$ cat config.mk
export PLATFORM = sky130hd
export DESIGN_NAME = seg_scan_ctrl_flat
export DESIGN_NICKNAME = d
export VERILOG_FILES = /design/src/rtl/seg_scan_ctrl_if.sv /design/src/rtl/seg_scan_ctrl.sv /design/src/flat_wrapper.sv
export SDC_FILE = /design/constraint.sdc
export NUM_CORES = 1
export LEC_CHECK = 0
export CORE_UTILIZATION = 40
export DETAILED_ROUTE_END_ITERATION = 16
export GPL_ROUTABILITY_DRIVEN = 0
export MAX_ROUTING_LAYER = met4
export PLACE_DENSITY = 0.63
export SYNTH_ARGS = -nofsm -noshare
export SYNTH_HDL_FRONTEND = slang
export SYNTH_SLANG_ARGS = --single-unit
$ cat constraint.sdc
create_clock -name clk -period 2.3 [get_ports clk]
set_input_delay 0.46 -clock clk [delete_from_list [all_inputs] [get_ports clk]]
set_output_delay 0.46 -clock clk [all_outputs]
set_load 0.01 [all_outputs]
$ cat src/rtl/seg_scan_ctrl_if.sv
// seg_scan_ctrl_if
//   Load-side bus for seg_scan_ctrl: a valid/ready transfer of four BCD
//   digits plus the one-cycle error pulse returned for a rejected value.
//
//   load_valid  producer -> ctrl   load_data is valid
//   load_ready  ctrl -> producer   shadow register free, transfer may occur
//   load_data   producer -> ctrl   [3:0] digit 0 (rightmost) .. [15:12] digit 3
//   load_err    ctrl -> producer   accepted value contained a nibble > 9
//
//   master: the producer of display values
//   slave : seg_scan_ctrl

interface seg_scan_ctrl_if;
    logic        load_valid;
    logic        load_ready;
    logic [15:0] load_data;
    logic        load_err;

    modport master (
        output load_valid,
        output load_data,
        input  load_ready,
        input  load_err
    );

    modport slave (
        input  load_valid,
        input  load_data,
        output load_ready,
        output load_err
    );
endinterface

$ cat src/rtl/seg_scan_ctrl.sv
// seg_scan_ctrl
//   Time-multiplexing front end for a 4-digit seven-segment decoder.
//   A 4-digit BCD value is loaded into a shadow register and copied into
//   the active register only at a frame boundary (end of digit 3's slot),
//   so a frame never shows a mix of old and new digits. Digits 0..3 are
//   scanned round-robin; each slot starts with BLANK_CNT dark clocks to
//   suppress ghosting. {disp_sel, disp_val} feeds the decoder directly.
//
//   Optional feature: define LZ_BLANK_EN for leading-zero blanking of
//   digits 3..1 (digit 0 is always shown when masked in).
//
// Ports
//   clk         system clock, rising edge
//   rst_n       synchronous reset, active low
//   ld          load bus (seg_scan_ctrl_if.slave)
//   digit_mask  per-digit enable, 1 = digit may light
//   disp_sel    one-hot active-high digit enable, 0 = all dark
//   disp_val    BCD value of the selected digit (holds while dark)
//   frame_done  one-cycle pulse after the last edge of digit 3's slot
//
// Parameters
//   DIV_CNT     clocks per digit slot (>= 2)
//   BLANK_CNT   dark clocks at the start of each slot (< DIV_CNT)
//
// state | meaning
// ------+----------------------------------------------------------
// BLANK | slot counter < BLANK_CNT, all digits dark
// ON    | slot counter >= BLANK_CNT, selected digit may light

module seg_scan_ctrl #(
    parameter int DIV_CNT   = 100000,
    parameter int BLANK_CNT = 1000
) (
    input  logic                clk,
    input  logic                rst_n,
    seg_scan_ctrl_if.slave      ld,
    input  logic [3:0]          digit_mask,
    output logic [3:0]          disp_sel,
    output logic [3:0]          disp_val,
    output logic                frame_done
);

    localparam int CW = (DIV_CNT > 2) ? $clog2(DIV_CNT) : 1;
    localparam logic [CW-1:0] CNT_LAST  = CW'(DIV_CNT - 1);
    localparam logic [CW-1:0] BLANK_LIM = CW'(BLANK_CNT);

    typedef enum logic {
        S_BLANK = 1'b0,
        S_ON    = 1'b1
    } state_t;

    state_t          state;
    logic [CW-1:0]   cnt;
    logic [1:0]      idx;
    logic [3:0][3:0] active;
    logic [3:0][3:0] shadow;
    logic            pending;

    logic [CW-1:0]   cnt_nxt;
    logic [1:0]      idx_nxt;
    logic            cnt_last;
    logic            boundary;
    logic            load_fire;
    logic            load_bad;
    logic [3:0]      lz_dark;
    logic            lit_en;

    always_comb begin
        cnt_last  = (cnt == CNT_LAST);
        cnt_nxt   = cnt_last ? '0 : cnt + 1'b1;
        idx_nxt   = cnt_last ? idx + 2'd1 : idx;
        boundary  = cnt_last && (idx == 2'd3);
        load_fire = ld.load_valid && ld.load_ready;
        load_bad  = (ld.load_data[3:0]   > 4'd9) || (ld.load_data[7:4]   > 4'd9) ||
                    (ld.load_data[11:8]  > 4'd9) || (ld.load_data[15:12] > 4'd9);
    end

    // A digit is a leading zero when it and every higher digit are zero.
    always_comb begin
        lz_dark = 4'b0000;
`ifdef LZ_BLANK_EN
        lz_dark[3] = (active[3] == 4'd0);
        lz_dark[2] = lz_dark[3] && (active[2] == 4'd0);
        lz_dark[1] = lz_dark[2] && (active[1] == 4'd0);
`endif
    end

    always_comb begin
        lit_en = (state == S_ON) && digit_mask[idx] && !lz_dark[idx];
    end

    always_ff @(posedge clk) begin
        if (!rst_n) begin
            state         <= S_BLANK;
            cnt           <= '0;
            idx           <= 2'd0;
            active        <= '0;
            shadow        <= '0;
            pending       <= 1'b0;
            disp_sel      <= 4'b0000;
            disp_val      <= 4'd0;
            frame_done    <= 1'b0;
            ld.load_ready <= 1'b1;
            ld.load_err   <= 1'b0;
        end else begin
            cnt <= cnt_nxt;
            idx <= idx_nxt;

            // State tracks the counter value it will hold after this edge,
            // so state and cnt always describe the same clock.
            if (cnt_nxt < BLANK_LIM) begin
                state <= S_BLANK;
            end else begin
                state <= S_ON;
            end

            // Outputs reflect the pre-edge counter/state: one clock behind.
            if (lit_en) begin
                disp_sel <= 4'b0001 << idx;
                disp_val <= active[idx];
            end else begin
                disp_sel <= 4'b0000;
            end

            frame_done  <= boundary;
            ld.load_err <= load_fire && load_bad;

            // load_ready is only high while nothing is pending, so a load
            // accepted on the boundary edge never collides with the copy:
            // the copy sees the old pending flag and the new data waits.
            if (boundary && pending) begin
                active        <= shadow;
                pending       <= 1'b0;
                ld.load_ready <= 1'b1;
            end

            if (load_fire && !load_bad) begin
                shadow        <= ld.load_data;
                pending       <= 1'b1;
                ld.load_ready <= 1'b0;
            end
        end
    end

endmodule
$ cat src/flat_wrapper.sv
// flat-port wrapper written by rule: the top's interface ports become plain ports
module seg_scan_ctrl_flat 
#(
    parameter int DIV_CNT   = 100000,
    parameter int BLANK_CNT = 1000
)
  (clk, rst_n, digit_mask, disp_sel, disp_val, frame_done, ld_load_valid, ld_load_data, ld_load_ready, ld_load_err);
  seg_scan_ctrl_if ld_i ();
  input  logic clk;
  input  logic rst_n;
  input  logic [3:0] digit_mask;
  output logic [3:0] disp_sel;
  output logic [3:0] disp_val;
  output logic frame_done;
  input wire logic [$bits(ld_i.load_valid)-1:0] ld_load_valid;
  input wire logic [$bits(ld_i.load_data)-1:0] ld_load_data;
  output wire logic [$bits(ld_i.load_ready)-1:0] ld_load_ready;
  output wire logic [$bits(ld_i.load_err)-1:0] ld_load_err;
  assign ld_i.load_valid = ld_load_valid;
  assign ld_i.load_data = ld_load_data;
  assign ld_load_ready = ld_i.load_ready;
  assign ld_load_err = ld_i.load_err;
  seg_scan_ctrl #(.DIV_CNT(DIV_CNT), .BLANK_CNT(BLANK_CNT)) u_core (.clk(clk), .rst_n(rst_n), .ld(ld_i), .digit_mask(digit_mask), .disp_sel(disp_sel), .disp_val(disp_val), .frame_done(frame_done));
endmodule
# After elaboration in Yosys (flattened, before gate mapping)
# Index checks and enable logic that the tools add are counted.
# op_classes
add_sub_neg	2
multipliers	0
div	0
n_lt_le_gt_ge	6
n_eq_ne	2
n_shift	1
muxes	12
n_bitwise	0
n_reduce_logical	14
# ops
operator	n
$add A17 B1 Y17 const B	1
$eq A17 B17 Y1 const B	1
$lt A17 B10 Y1 const B	1
$mux W17	1
$gt A4 B4 Y1 const B	4
$bmux W4 S2	1
$logic_and A1 B1 Y1	7
$mux W1	7
$bmux W1 S2	2
$mux W4	1
$shl A1 B2 Y4 const A	1
$logic_or A1 B1 Y1	3
$lt A2 B3 Y1 const B	1
$add A2 B1 Y2 const B	1
$eq A2 B2 Y1 const B	1
$logic_not A1 Y1	2
$reduce_and A2 Y1	1
$reduce_bool A2 Y1	1
# totals
regBits	64
latch_bits	0
ramBits	0
rom_bits	0
out_inout_bits	11
wordCells	54
n_memories	0

# Longest topological paths before layout
# depth
depth_word	7
depth_mapped	8
depth_no_buf	6

# Worst setup path before layout
# No wires, ideal clock.
# synth_timing
path_type	register -> register
start	register u_core.cnt[0]
end	register u_core.cnt[16]
t_arrival_ns	1.712
path_slack_ns	0.518
path_stages_with_launch	7
n_path_buf	1
period_less_slack_ns	1.782
path_cell_list	dfxtp_1 -> ha_1 -> nand4_2 -> buf_6 -> or3_4 -> or3_1 -> a21oi_1
# synth_between
elab_chain_len	2
elab_cells_between_ends	3
classes_between	1 x add/sub; 1 x eq/ne; 1 x mux
# synth_rtl
item	line_no	rtl
from (decl)	seg_scan_ctrl.sv:53	logic [CW-1:0] cnt;
from (signal assigned)	seg_scan_ctrl.sv:106	cnt <= cnt_nxt;
$add A17 B1 Y17 or $eq A17 B17 Y1 (tied branches)	seg_scan_ctrl.sv:70, seg_scan_ctrl.sv:69	
$mux W17 (*)	seg_scan_ctrl.sv:70	cnt_nxt = cnt_last ? '0 : cnt + 1'b1;
# Mark *: on every way between the ends. The rest lies on a longest branch, timed or not.
# A chain may end at the register's enable or synchronous reset.

# Final worst setup path
# layout_timing
start	register u_core.cnt[0]
end	register u_core.state
# layout_between
elab_chain_len	4
elab_cells_between_ends	5
classes_between	1 x add/sub; 1 x order compare; 1 x eq/ne; 2 x mux
# layout_rtl
item	line_no	rtl
$add A17 B1 Y17 or $eq A17 B17 Y1 (tied branches)	seg_scan_ctrl.sv:70, seg_scan_ctrl.sv:69	
$mux W17 (*)	seg_scan_ctrl.sv:70	
$lt A17 B10 Y1 (*)	seg_scan_ctrl.sv:111	if (cnt_nxt < BLANK_LIM) begin
$mux W1 (*)	seg_scan_ctrl.sv:111	
to (signal assigned)	seg_scan_ctrl.sv:94	state <= S_BLANK;
to (signal assigned)	seg_scan_ctrl.sv:112	state <= S_BLANK;
to (signal assigned)	seg_scan_ctrl.sv:114	state <= S_ON;
to (decl)	seg_scan_ctrl.sv:52	state_t state;
# Marked as above.

==> qor.txt <==
Netlist Area Pre-Place: 2860 µm²
Wire length of the first global-routing pass: 9080 µm
Proportion of synthesized area in mux cells: 17.5%
Number of nets in the final layout: 342
Worst VDD drop: 0.350 mV
Detail Route met3 WL: 252 µm
Synthesized netlist cell count: 279
Final count of hold timing violations: 0
Fraction of layout cells with a size suffix above 1: 12.4%
Number of max-cap violations: 0
Vertical extent of the die: 86.6 µm
Hold WC Path Type: flip-flop to flip-flop
Normalized max-slew margin: 70.5%
DR DRC count: 0
Vias in the first global route: 1880
Met2 WL: 2380 µm
Floorplan core area: 6870 µm²
Max clock buf depth: 2
Clock latency on the worst-skew pair: 350 ps
Overall track demand over capacity in global routing: 16.8%
Proportion of synthesized chip area in sequential cells: 44.8%
Router iterations before antenna repair: 4
Detailed Route WL: 5520 µm
Dominant combinational cell family by area after synthesis: simple AND/OR/NAND/NOR gates
Die span in x: 86.6 µm
Initial DRC Count: 84
Antenna violations before repair: 0
Critical Path Source Type: flip-flop
Maximum fanout along the worst path: 6
Clock transition at path regs: 70 ps
Non-Filler Cell Area, Final: 3500 µm²
Starting utilization of the core area: 41.6%
Run status: finished clean
Req. time, crit path: 2530 ps
Post-synthesis sequential element count: 64
ANT nets after route: 0
Final core utilization: 51.0%
Total negative slack for setup checks: 0 ps
Synth Area in Simple Gates: 22.3%
Number of nets in the synthesized netlist: 304
Pwr dens: 629 nW/µm²
Antenna diode count: 0
Synth-to-layout area growth: 22.5%
Post-Route M1 WL: 2790 µm
Start-to-end type of the worst setup path: flip-flop to flip-flop
Cts bufs inserted: 9
Vias after detailed routing: 2022
Post-Synth Adder-Cell Area: 0.875%
Pin count of the biggest net entering global routing: 27
Clk_skew: 7.53 ps
Pre-CTS setup slack: 184 ps
Slew at the pin closest to its max-slew limit: 438 ps
Number of placement rows: 30
Lkg Pwr: 1.19 nW
CTS root buf: sky130_fd_sc_hd__clkbuf_8
Port bufs: 33
Number of levels in the clock H-tree: 3
Yosys warning count: 0
Setup fix buffers added after clock tree synthesis: 0
Most common flop cell mapped by yosys: sky130_fd_sc_hd__dfxtp_1
WHS: 457 ps
Quantity of hold-fixing buffers added after cts: 0
TritonCTS clock tree: built
Crit end category: flip-flop
Remaining Overflow, GRT: 0
Synth async-reset ratio: 0%
Count of flip-flops with a built-in enable after synthesis: 0
Setup ws final: 290 ps
Dpl cell area: 3310 µm²
Number of primary I/O pins: 34
RSZ-0062 raised after global routing: false
Post-route clock period utilization: 87.4%
Sum of net half-perimeters after detailed placement: 3950 µm
Mean number of vias per cell: 4.84
Die ar.: 7490 µm²
Number of fill cells in the layout: 639
Wire length per cell: 13.2 µm
Count of cell types in the netlist: 45
Critical Path AT: 2240 ps
Sinks on the clock net: 64
# resized after CTS: 0
Min Tclk post-route: 2010 ps
Top Layer Used: met4
Final setup fails: 0
Average size of a mapped cell: 10.3 µm²
Max-slew violations: 0
Post-synthesis share of cell area spent on xor and xnor gates: 4.90%
Compound-cell area share of the yosys netlist: 4.77%
Peak Freq: 498 MHz
==> kinds of logic after synthesis <==
family                   count (synthesis)
flip-flops                              64
AO/OA/AOI/OAI                           21
XOR/XNOR                                16
adder cells (fa/ha/maj)                  2
multiplexers                            45
buffers and inverters                   24
AND/OR/NAND/NOR                        107
==> Yosys cell counts (3+ instances only) <==
cell type	instances	share of area, %
sky130_fd_sc_hd__dfxtp_1	64	45
sky130_fd_sc_hd__mux2i_1	40	14
sky130_fd_sc_hd__nor2b_1	37	8.1
sky130_fd_sc_hd__nor2_1	23	3.0
sky130_fd_sc_hd__xnor2_1	11	3.4
sky130_fd_sc_hd__inv_1	9	1.2
sky130_fd_sc_hd__o21ai_0	8	1.4
sky130_fd_sc_hd__nand3_1	7	1.2
sky130_fd_sc_hd__clkbuf_1	6	0.79
sky130_fd_sc_hd__and2_1	5	1.1
sky130_fd_sc_hd__nand2_1	5	0.66
sky130_fd_sc_hd__nand4_1	5	1.1
sky130_fd_sc_hd__nor3_1	5	0.87
sky130_fd_sc_hd__xor2_1	5	1.5
sky130_fd_sc_hd__and3_1	4	0.87
sky130_fd_sc_hd__buf_4	4	1.0
sky130_fd_sc_hd__mux4_2	4	3.1
sky130_fd_sc_hd__a21oi_1	3	0.52
==> final timing paths <==
kind	start	end	slack (ps)	cells past startpoint
setup / recovery	u_core.cnt[0]	u_core.state	290	6
hold / removal	u_core.cnt[0]	u_core.cnt[0]	460	1
setup reg to reg	u_core.cnt[0]	u_core.state	290	6
hold reg to reg	u_core.cnt[0]	u_core.cnt[0]	460	1
==> flip-flops by register name, summed over array words and instances (netlist names) <==
register / count
u_core.cnt: 17
u_core.active: 16
u_core.shadow: 16
u_core.disp_sel: 4
u_core.disp_val: 4
u_core.idx: 2
u_core.frame_done: 1
u_core.ld.load_err: 1
u_core.ld.load_ready: 1
u_core.pending: 1
u_core.state: 1
==> area by class of cell <==
| type | instances | area [µm²] | area share (%) |
|---|---|---|---|
| clock inverter | 5 | 56.3 | 1.61 |
| tap | 96 | 120 | 3.43 |
| sequential | 64 | 1280 | 36.6 |
| timing repair buffer | 42 | 423 | 12.1 |
| inverter | 9 | 33.8 | 0.964 |
| clock buffer | 11 | 141 | 4.03 |
| multi-input combinational | 191 | 1450 | 41.3 |
==> worst max-delay path, stage by stage (launching register included) <==
cell and delay (ps):
sky130_fd_sc_hd__dfxtp_1 360, sky130_fd_sc_hd__ha_1 270, sky130_fd_sc_hd__nand4_2 230, sky130_fd_sc_hd__nor4_1 420, sky130_fd_sc_hd__mux2i_1 240, sky130_fd_sc_hd__a221oi_1 100
sky130_fd_sc_hd__a221o_1 280
==> cells in the final DEF, fill, tap and decap left out, types with 3 or more instances in the layout <==
cell                               n
sky130_fd_sc_hd__xnor2_1          11
sky130_fd_sc_hd__o21ai_0           8
sky130_fd_sc_hd__dfxtp_1          64
sky130_fd_sc_hd__mux4_2            4
sky130_fd_sc_hd__nand3_1           7
sky130_fd_sc_hd__xor2_1            5
sky130_fd_sc_hd__buf_4             7
sky130_fd_sc_hd__mux2i_1          40
sky130_fd_sc_hd__and3_1            4
sky130_fd_sc_hd__nand4_1           5
sky130_fd_sc_hd__nor2_1           23
sky130_fd_sc_hd__a21oi_1           3
sky130_fd_sc_hd__nor2b_1          37
sky130_fd_sc_hd__and2_1            5
sky130_fd_sc_hd__nand2_1           5
sky130_fd_sc_hd__clkdlybuf4s50_1  33
sky130_fd_sc_hd__inv_1             9
sky130_fd_sc_hd__clkbuf_8         10
sky130_fd_sc_hd__nor3_1            5
==> report_power, final <==
group          switching [mW]  internal (mW)  leakage [nW]
logic                  0.0481         0.0719         0.572
clock network           0.424          0.528        0.0993
registers              0.0101           1.12         0.517
==> stage by stage <==
| stage | power, mW | std cells |
|---|---|---|
| floorplan | 1.21 | 279 |
| detailed placement | 1.28 | 402 |
| global route | 2.29 | 418 |
| global placement | 1.28 | 402 |
| finish | 2.21 | 418 |
| CTS | 2.23 | 418 |
==> per-layer routing <==
layer | GRT usage (%) | up-vias
met4 | 9.09 | 0
met1 | 22.4 | 916
met2 | 23.2 | 50
met3 | 4.48 | 9
li1 | - | 1047
met5 | - | -
Power figures use the tool's default switching activity.
